**config.mk**
```make
export PLATFORM = sky130hd
export DESIGN_NAME = spike_rate_decoder_flat
export DESIGN_NICKNAME = d
export VERILOG_FILES = /design/src/rtl/neuro_pkg.sv /design/src/rtl/spike_rate_decoder_if.sv /design/src/rtl/spike_win_counter.sv /design/src/rtl/spike_rate_decoder.sv /design/src/flat_wrapper.sv
export SDC_FILE = /design/constraint.sdc
export NUM_CORES = 1
export LEC_CHECK = 0
export ABC_AREA = 1
export ABC_CLOCK_PERIOD_IN_PS = 4900
export BUFFER_PORTS_ARGS = -buffer_cell sky130_fd_sc_hd__buf_4
export CAP_MARGIN = 10
export CORE_AREA = 2 2 73 75
export DETAILED_ROUTE_END_ITERATION = 7
export DIE_AREA = 0 0 75 77
export SYNTH_ARGS = -nofsm -noshare
export SYNTH_HDL_FRONTEND = slang
export SYNTH_SLANG_ARGS = --single-unit
```
**constraint.sdc**
```tcl
create_clock -name clk -period 4.9 [get_ports clk]
set_input_delay 0.49 -clock clk [delete_from_list [all_inputs] [get_ports clk]]
set_output_delay 0.49 -clock clk [all_outputs]
set_load 0.05 [all_outputs]
```
**src/rtl/neuro_pkg.sv**
```systemverilog
// Shared definitions for the neuron datapath: decoder FSM states and the
// default data/window widths used by both the LIF neuron and the decoder.
package neuro_pkg;
  localparam int NEURO_DATA_W = 8;
  localparam int NEURO_WIN_W  = 8;

  typedef enum logic {
    IDLE  = 1'b0,
    COUNT = 1'b1
  } dec_state_t;
endpackage

```
**src/rtl/spike_rate_decoder_if.sv**
```systemverilog
// Result channel of the spike-rate decoder: rate/sat payload, valid/ready
// handshake and the sticky overrun flag.
interface spike_rate_decoder_if
  import neuro_pkg::*;
#(
  parameter int CNT_W = NEURO_DATA_W
);
  logic [CNT_W-1:0] rate;
  logic             sat;
  logic             rate_valid;
  logic             rate_ready;
  logic             overrun;

  modport master (output rate, sat, rate_valid, overrun, input rate_ready);
  modport slave  (input rate, sat, rate_valid, overrun, output rate_ready);
endinterface

```
**src/rtl/spike_win_counter.sv**
```systemverilog
// Saturating spike counter plus window counter; flags the closing cycle and
// presents the final count (including the closing cycle's spike).
module spike_win_counter
  import neuro_pkg::*;
#(
  parameter int CNT_W = NEURO_DATA_W,
  parameter int WIN_W = NEURO_WIN_W
) (
  input  logic             clk,
  input  logic             rst_n,
  input  logic             i_run,
  input  logic             i_spike,
  input  logic [WIN_W-1:0] i_win_len,
  output logic             win_done,
  output logic [CNT_W-1:0] win_count,
  output logic             win_sat
);
  logic [CNT_W-1:0] r_cnt;
  logic [WIN_W-1:0] r_wcnt;
  logic [WIN_W-1:0] r_win_len_q;
  logic             r_sat;
  logic             w_at_max;

  assign w_at_max  = &r_cnt;
  assign win_done  = i_run & (r_wcnt == r_win_len_q);
  assign win_count = r_cnt + CNT_W'(i_spike & ~w_at_max);
  assign win_sat   = r_sat | (i_spike & w_at_max);

  // While not running the window length tracks the input, so the value
  // present on the enabling edge is the one captured for the first window.
  always_ff @(posedge clk or negedge rst_n) begin
    if (!rst_n) begin
      r_cnt       <= '0;
      r_wcnt      <= '0;
      r_sat       <= 1'b0;
      r_win_len_q <= '0;
    end else if (!i_run || win_done) begin
      r_cnt       <= '0;
      r_wcnt      <= '0;
      r_sat       <= 1'b0;
      r_win_len_q <= i_win_len;
    end else begin
      r_cnt       <= win_count;
      r_wcnt      <= r_wcnt + WIN_W'(1);
      r_sat       <= win_sat;
    end
  end
endmodule

```
**src/rtl/spike_rate_decoder.sv**
```systemverilog
// Windowed spike-rate decoder: IDLE/COUNT FSM, single-entry result register
// with valid/ready handshake and sticky overrun.
module spike_rate_decoder
  import neuro_pkg::*;
#(
  parameter int CNT_W = NEURO_DATA_W,
  parameter int WIN_W = NEURO_WIN_W
) (
  input  logic                         clk,
  input  logic                         rst_n,
  input  logic                         spike,
  input  logic                         en,
  input  logic [WIN_W-1:0]             win_len,
  spike_rate_decoder_if.master         rd
);
  dec_state_t       r_state;
  logic [CNT_W-1:0] r_rate;
  logic             r_sat;
  logic             r_valid;
  logic             r_ovr;

  logic             w_run;
  logic             w_done;
  logic [CNT_W-1:0] w_count;
  logic             w_sat;

  // Dropping en stops counting on that same edge, so no close can fire.
  assign w_run = (r_state == COUNT) & en;

  spike_win_counter #(.CNT_W(CNT_W), .WIN_W(WIN_W)) u_win (
    .clk       (clk),
    .rst_n     (rst_n),
    .i_run     (w_run),
    .i_spike   (spike),
    .i_win_len (win_len),
    .win_done  (w_done),
    .win_count (w_count),
    .win_sat   (w_sat)
  );

  always_ff @(posedge clk or negedge rst_n) begin
    if (!rst_n) begin
      r_state <= IDLE;
      r_rate  <= '0;
      r_sat   <= 1'b0;
      r_valid <= 1'b0;
      r_ovr   <= 1'b0;
    end else begin
      case (r_state)
        IDLE:    if (en) r_state <= COUNT;
        COUNT:   if (!en) begin
                   r_state <= IDLE;
                   r_ovr   <= 1'b0;
                 end
        default: r_state <= IDLE;
      endcase

      if (w_done) begin
        r_rate  <= w_count;
        r_sat   <= w_sat;
        r_valid <= 1'b1;
        if (r_valid && !rd.rate_ready) r_ovr <= 1'b1;
      end else if (r_valid && rd.rate_ready) begin
        r_valid <= 1'b0;
      end
    end
  end

  assign rd.rate       = r_rate;
  assign rd.sat        = r_sat;
  assign rd.rate_valid = r_valid;
  assign rd.overrun    = r_ovr;
endmodule
```
**src/flat_wrapper.sv**
```systemverilog
// flat-port wrapper written by rule: the top's interface ports become plain ports
module spike_rate_decoder_flat import neuro_pkg::*;
#(
  parameter int CNT_W = NEURO_DATA_W,
  parameter int WIN_W = NEURO_WIN_W
)
  (clk, rst_n, spike, en, win_len, rd_rate, rd_sat, rd_rate_valid, rd_overrun, rd_rate_ready);
  spike_rate_decoder_if #(.CNT_W(CNT_W)) rd_i ();
  input  logic clk;
  input  logic rst_n;
  input  logic spike;
  input  logic en;
  input  logic [WIN_W-1:0] win_len;
  output wire logic [$bits(rd_i.rate)-1:0] rd_rate;
  output wire logic [$bits(rd_i.sat)-1:0] rd_sat;
  output wire logic [$bits(rd_i.rate_valid)-1:0] rd_rate_valid;
  output wire logic [$bits(rd_i.overrun)-1:0] rd_overrun;
  input wire logic [$bits(rd_i.rate_ready)-1:0] rd_rate_ready;
  assign rd_rate = rd_i.rate;
  assign rd_sat = rd_i.sat;
  assign rd_rate_valid = rd_i.rate_valid;
  assign rd_overrun = rd_i.overrun;
  assign rd_i.rate_ready = rd_rate_ready;
  spike_rate_decoder #(.CNT_W(CNT_W), .WIN_W(WIN_W)) u_core (.clk(clk), .rst_n(rst_n), .spike(spike), .en(en), .win_len(win_len), .rd(rd_i));
endmodule
```
Word level (Yosys, flattened, before mapping). Cells that the tools add are included.

Flip-flop bits (word level): 37. Bits in latches: 0. Bits in writable memories: 0. Bits in read-only memories: 0. Word-level logic and storage cells: 35. Memories kept: 0.

$add $sub $neg: 2. $mul: 0. Div/mod/pow operators: 0. $lt $le $gt $ge: 0. Eq/ne operators: 1. Shift operators: 0. Muxes and demuxes: 10. Bitwise gates (word level): 6. Reductions and logical operators: 7.

Operators by type and width (count): $mux 8 (2); $add 8x1->8 const B (1); $add 8x8->8 (1); $and 1x8->8 (1); $eq 8x8->1 (1); $mux 1 (8); $not 1->8 (1); $reduce_and 8->1 (1); $and 1x1->1 (3); $logic_and 1x1->1 (2); $logic_not 1->1 (2); $reduce_bool 2->1 (1); $logic_or 1x1->1 (1); $or 1x1->1 (1).

Depth between registers and ports, before layout.
Depth in word-level cells: 5. Gate-level depth with buffers: 11. Depth with buffers taken out: 11.

Modules after synthesis. Synthesis repeated with hierarchy kept, for this count alone.

Cells, all modules: 218. Area total of the unflattened synthesis: 1767.9 um^2.

By module, submodules not included: spike_win_counter (instances 1, cells each 167, area an instance 1307.5 um^2, sequential area each 625.6 um^2); spike_rate_decoder (instances 1, cells each 51, area an instance 460.4 um^2, sequential area each 300.3 um^2).

Least setup slack after synthesis. OpenSTA, ideal clock, no wires.

Path type: reg2reg. Start: reg u_core.u_win.r_cnt[2]. End: reg u_core.r_rate[4], in the netlist u_core.rd.rate[4]. Library setup time: 0.066 ns. Arrival time: 1.529 ns. Data required time: 4.834 ns. Slack: 3.305 ns. Cell stages (with the launch flop): 10. Period minus slack after synthesis: 1.595 ns. Cell sequence: dfrtp_1 -> nand2_1 -> nor2_1 -> a31oi_1 -> ha_1 -> ha_1 -> nand3_1 -> xnor2_1 -> nand3_1 -> nand2_1.

Longest elaborated chain between the ends: 4.

Ends and longest elaborated chain: start, declared (RTL line spike_win_counter.sv:18) `logic [CNT_W-1:0] r_cnt;`; start signal, assigned (RTL line spike_win_counter.sv:43) `r_cnt <= win_count;`; $reduce_and 8->1 (RTL line spike_win_counter.sv:24) `assign w_at_max = &r_cnt;`; $not 1->8 (RTL line spike_win_counter.sv:26) `assign win_count = r_cnt + CNT_W'(i_spike & ~w_at_max);`; $and 1x8->8 (RTL line spike_win_counter.sv:26); $add 8x8->8 (*) (RTL line spike_win_counter.sv:26); end signal, assigned (RTL line spike_rate_decoder.sv:59) `r_rate <= w_count;`; end, declared (RTL line spike_rate_decoder.sv:17) `logic [CNT_W-1:0] r_rate;`.

Mark *: on every way between the ends. The rest lies on a longest branch, timed or not. A chain may end at the register's enable or synchronous reset.

Final worst setup path. Ends and elaborated chain as after synthesis.

==> results.tsv <==
stage	metric	value	unit
status	run_status	completed	
synth	synth-seq-cells	37	
clocking	clock_tree.buffer_depth	2	
sta	setup-tns-final	0	ns
synth	ys_async_rst_share	1.00	
synth	syn-instance-count	234	
clocking	number_of_buffers_added_by_the_clock_tree_synthesis_step	5	
die	fp.coreArea	0.00498	sq mm
pwr	cellPowerDensity	265	mW/mm^2
synth	netlist_top_cells_count	nand2_1, dfrtp_1, inv_1	
route	drc_errors	0	
sta	worst_slew_pin_slew	0.795	ns
worst_setup_path	cp_max_fo	5	
die	pin_count	24	
cells_and_area	final-seq-area	926	sq um
cells_and_area	layout-drive-gt1-share	0.185	
route	first_iter_violations	81	
route	detailroute.via_count	1458	
global_route	overflow	0	
cells_and_area	layout_overhead_on_the_synthesized_area	15.2	%
cells_and_area	finish.utilization	0.445	
clocking	clkLatencyLatePin	0.28	ns
synth	synth-edff-count	0	
die	floorplan.die.width	75	um
pwr	vdd_ir_drop_max	0.000148	V
route	drt.antenna.violating_nets	0	
pwr	power.static_leakage	1.14	nW
route	dr.pass1.iters	4	
worst_setup_path	critical_path_class	reg -> reg	
clocking	cts_tree	built	
synth	yosysMostFrequentCell	nand2_1	
die	initial_utilization	0.386	
worst_setup_path	worst-endpoint-required	5.13	ns
clocking	postCtsSetupRepairBufs	0	
route	detail_route.wirelength	3590	um
synth	synth_top_area_cell	dfrtp_1	
sta	clock_skew_after_layout	0.00840	ns
synth	syn-cell-area	0.00192	sq mm
synth	netlist.area_leader.share	0.482	
sta	final-setup-viol-count	0	
cells_and_area	antennaDiodeCount	0	
synth	postSynthNetCount	250	
global_route	antenna_found_initial	0	
synth	synth.area.top_cells	dfrtp_1, nand2_1, inv_1	
clocking	count_of_hold_fix_buffers_inserted_at_cts	0	
worst_setup_path	arrival	2.06	ns
worst_hold_path	hold_class	in -> async	
placed_design	numPortBuffers	23	
cells_and_area	finish.net_count	275	
die	number_of_core_rows	26	
synth	synth_seq_area_share	0.482	
clocking	clk_pin_slew_worst_paths	0.08	ns
sta	finalCritPeriodShare	0.375	
clocking	clock-sinks	37	
synth	yosysUniqueCellTypes	26	
clocking	h_tree_level_count	2	
sta	post_layout_min_period	1.84	ns
global_route	grt_pass1_vias	1378	
route	via_per_inst	4.42	
sta	achievable-frequency	544	MHz
cells_and_area	multiInputGateArea	805	sq um
placed_design	routabilityCongestion	0.818	
synth	synth.yosys.warnings	0	
route	drt-wirelength-per-cell	10.9	um
global_route	gr-usage-all-layers	0.142	
global_route	grt_max_degree	38	
placed_design	dp.final_hpwl	2560	um
synth	post_synth.cell_area_avg	8.21	sq um
worst_setup_path	critical_path.startpoint_type	register	
die	die_h	77	um
synth	yosys_most_used_dff	dfrtp_1	
sta	finalHoldViolCount	0	
clocking	clk_root_buffer_cell	clkbuf_8	
die	die_area	0.00578	sq mm
sta	drv_slew	0	
sta	rsz0062_at_grt	no	
cells_and_area	layout.filler_cells	532	
global_route	grt_pass1_wl	6270	um
sta	slew-limit-headroom	0.469	
worst_setup_path	end_kind	register	
flow_run	drv_cap	0	
clocking	post_cts.resized_instances	0	
metrics by stage:
stage / area [sq um] / hold WS (ns) / instances / power (mW) / setup WS [ns]
floorplan: 1920 / 0.194 / 234 / 0.369 / 3.30
detailed placement: 2130 / 0.474 / 322 / 0.390 / 3.00
global placement: 2130 / 0.468 / 322 / 0.388 / 3.02
finish: 2210 / 0.158 / 330 / 0.587 / 3.06
global route: 2210 / 0.187 / 330 / 0.619 / 2.92
CTS: 2210 / 0.175 / 330 / 0.597 / 3.06
per-layer routing:
metal | vias to the layer above | GRT usage | wire [um]
li1 | 762 | - | -
met1 | 664 | 0.191 | 1750
met5 | - | 0 | 0
met2 | 26 | 0.212 | 1610
met3 | 6 | 0.0460 | 170
met4 | 0 | 0.0518 | 59
final timing paths:
| kind | startpoint | endpoint | slack, ns | depth (start not counted) |
|---|---|---|---|---|
| max | u_core.u_win.r_cnt[2]$_DFF_PN0_ | u_core.rd.rate[4]$_DFFE_PN0P_ | 3.06 | 9 |
| min | rst_n | u_core.u_win.r_cnt[5]$_DFF_PN0_ | 0.16 | 1 |
| max reg2reg | u_core.u_win.r_cnt[2]$_DFF_PN0_ | u_core.rd.rate[4]$_DFFE_PN0P_ | 3.06 | 9 |
| min reg2reg | u_core.rd.sat$_DFFE_PN0P_ | u_core.rd.sat$_DFFE_PN0P_ | 0.48 | 2 |
| max in group asynchronous | rst_n | u_core.u_win.r_wcnt[3]$_DFF_PN0_ | 4.42 | 1 |
| min in group clk | en | u_core.r_state$_DFF_PN0_ | 0.33 | 1 |
cells by family (layout without fill, tap and decap cells):
| kind of cell | after synthesis | in the layout | share of synthesized area |
|---|---|---|---|
| simple gates | 132 | 132 | 0.322 |
| buf+inv | 43 | 69 | 0.0990 |
| flops | 37 | 37 | 0.482 |
| xor+xnor | 12 | 12 | 0.0586 |
| compound gates | 7 | 7 | 0.0189 |
| fa+ha+maj | 3 | 3 | 0.0195 |
worst max-delay path, cell delays in order, from the launching register on:
cell	delay, ns
dfrtp_1	0.43
nand2_1	0.07
nor2_1	0.24
a31oi_1	0.13
ha_1	0.23
ha_1	0.23
nand3_1	0.11
xnor2_1	0.14
nand3_1	0.11
nand2_1	0.09
report_power, final:
group,leakage [nW],total [mW],switching (mW),internal [mW]
registers,0.497,0.321,0.00781,0.314
logic,0.603,0.0607,0.0378,0.0229
clock network,0.0395,0.205,0.104,0.101
cell usage in the layout (no fill, tap or decap):
cell type | netlist | final
a31oi_1 | 1 | 1
and3_1 | 1 | 1
buf_4 | 1 | 23
clkbuf_1 | 1 | 3
clkbuf_8 | 0 | 5
clkinv_1 | 2 | 2
dfrtp_1 | 37 | 37
ha_1 | 3 | 3
inv_1 | 34 | 34
inv_2 | 2 | 2
nand2_1 | 65 | 65
nand2_2 | 11 | 11
nand2_8 | 2 | 2
nand3_1 | 23 | 23
nand3_2 | 1 | 1
nand4_1 | 2 | 2
nor2_1 | 22 | 22
nor2_2 | 1 | 1
nor2_4 | 2 | 2
nor3_1 | 2 | 2
o21ai_0 | 6 | 6
xnor2_1 | 5 | 5
xnor2_2 | 1 | 1
xor2_1 | 6 | 6
registers in the layout (all words and copies together) (netlist names):
name                      flops
u_core.r_state                1
u_core.rd.overrun             1
u_core.rd.rate                8
u_core.rd.rate_valid          1
u_core.rd.sat                 1
u_core.u_win.r_cnt            8
u_core.u_win.r_sat            1
u_core.u_win.r_wcnt           8
u_core.u_win.r_win_len_q      8
layout make-up:
type / count / area share
clock buffers: 8 / 0.0362
inverters: 38 / 0.0644
multi-input cells: 154 / 0.363
flip-flops and latches: 37 / 0.418
well taps: 70 / 0.0396
repair buffers: 23 / 0.0780
Note: power is estimated with default switching activity, not from simulation.
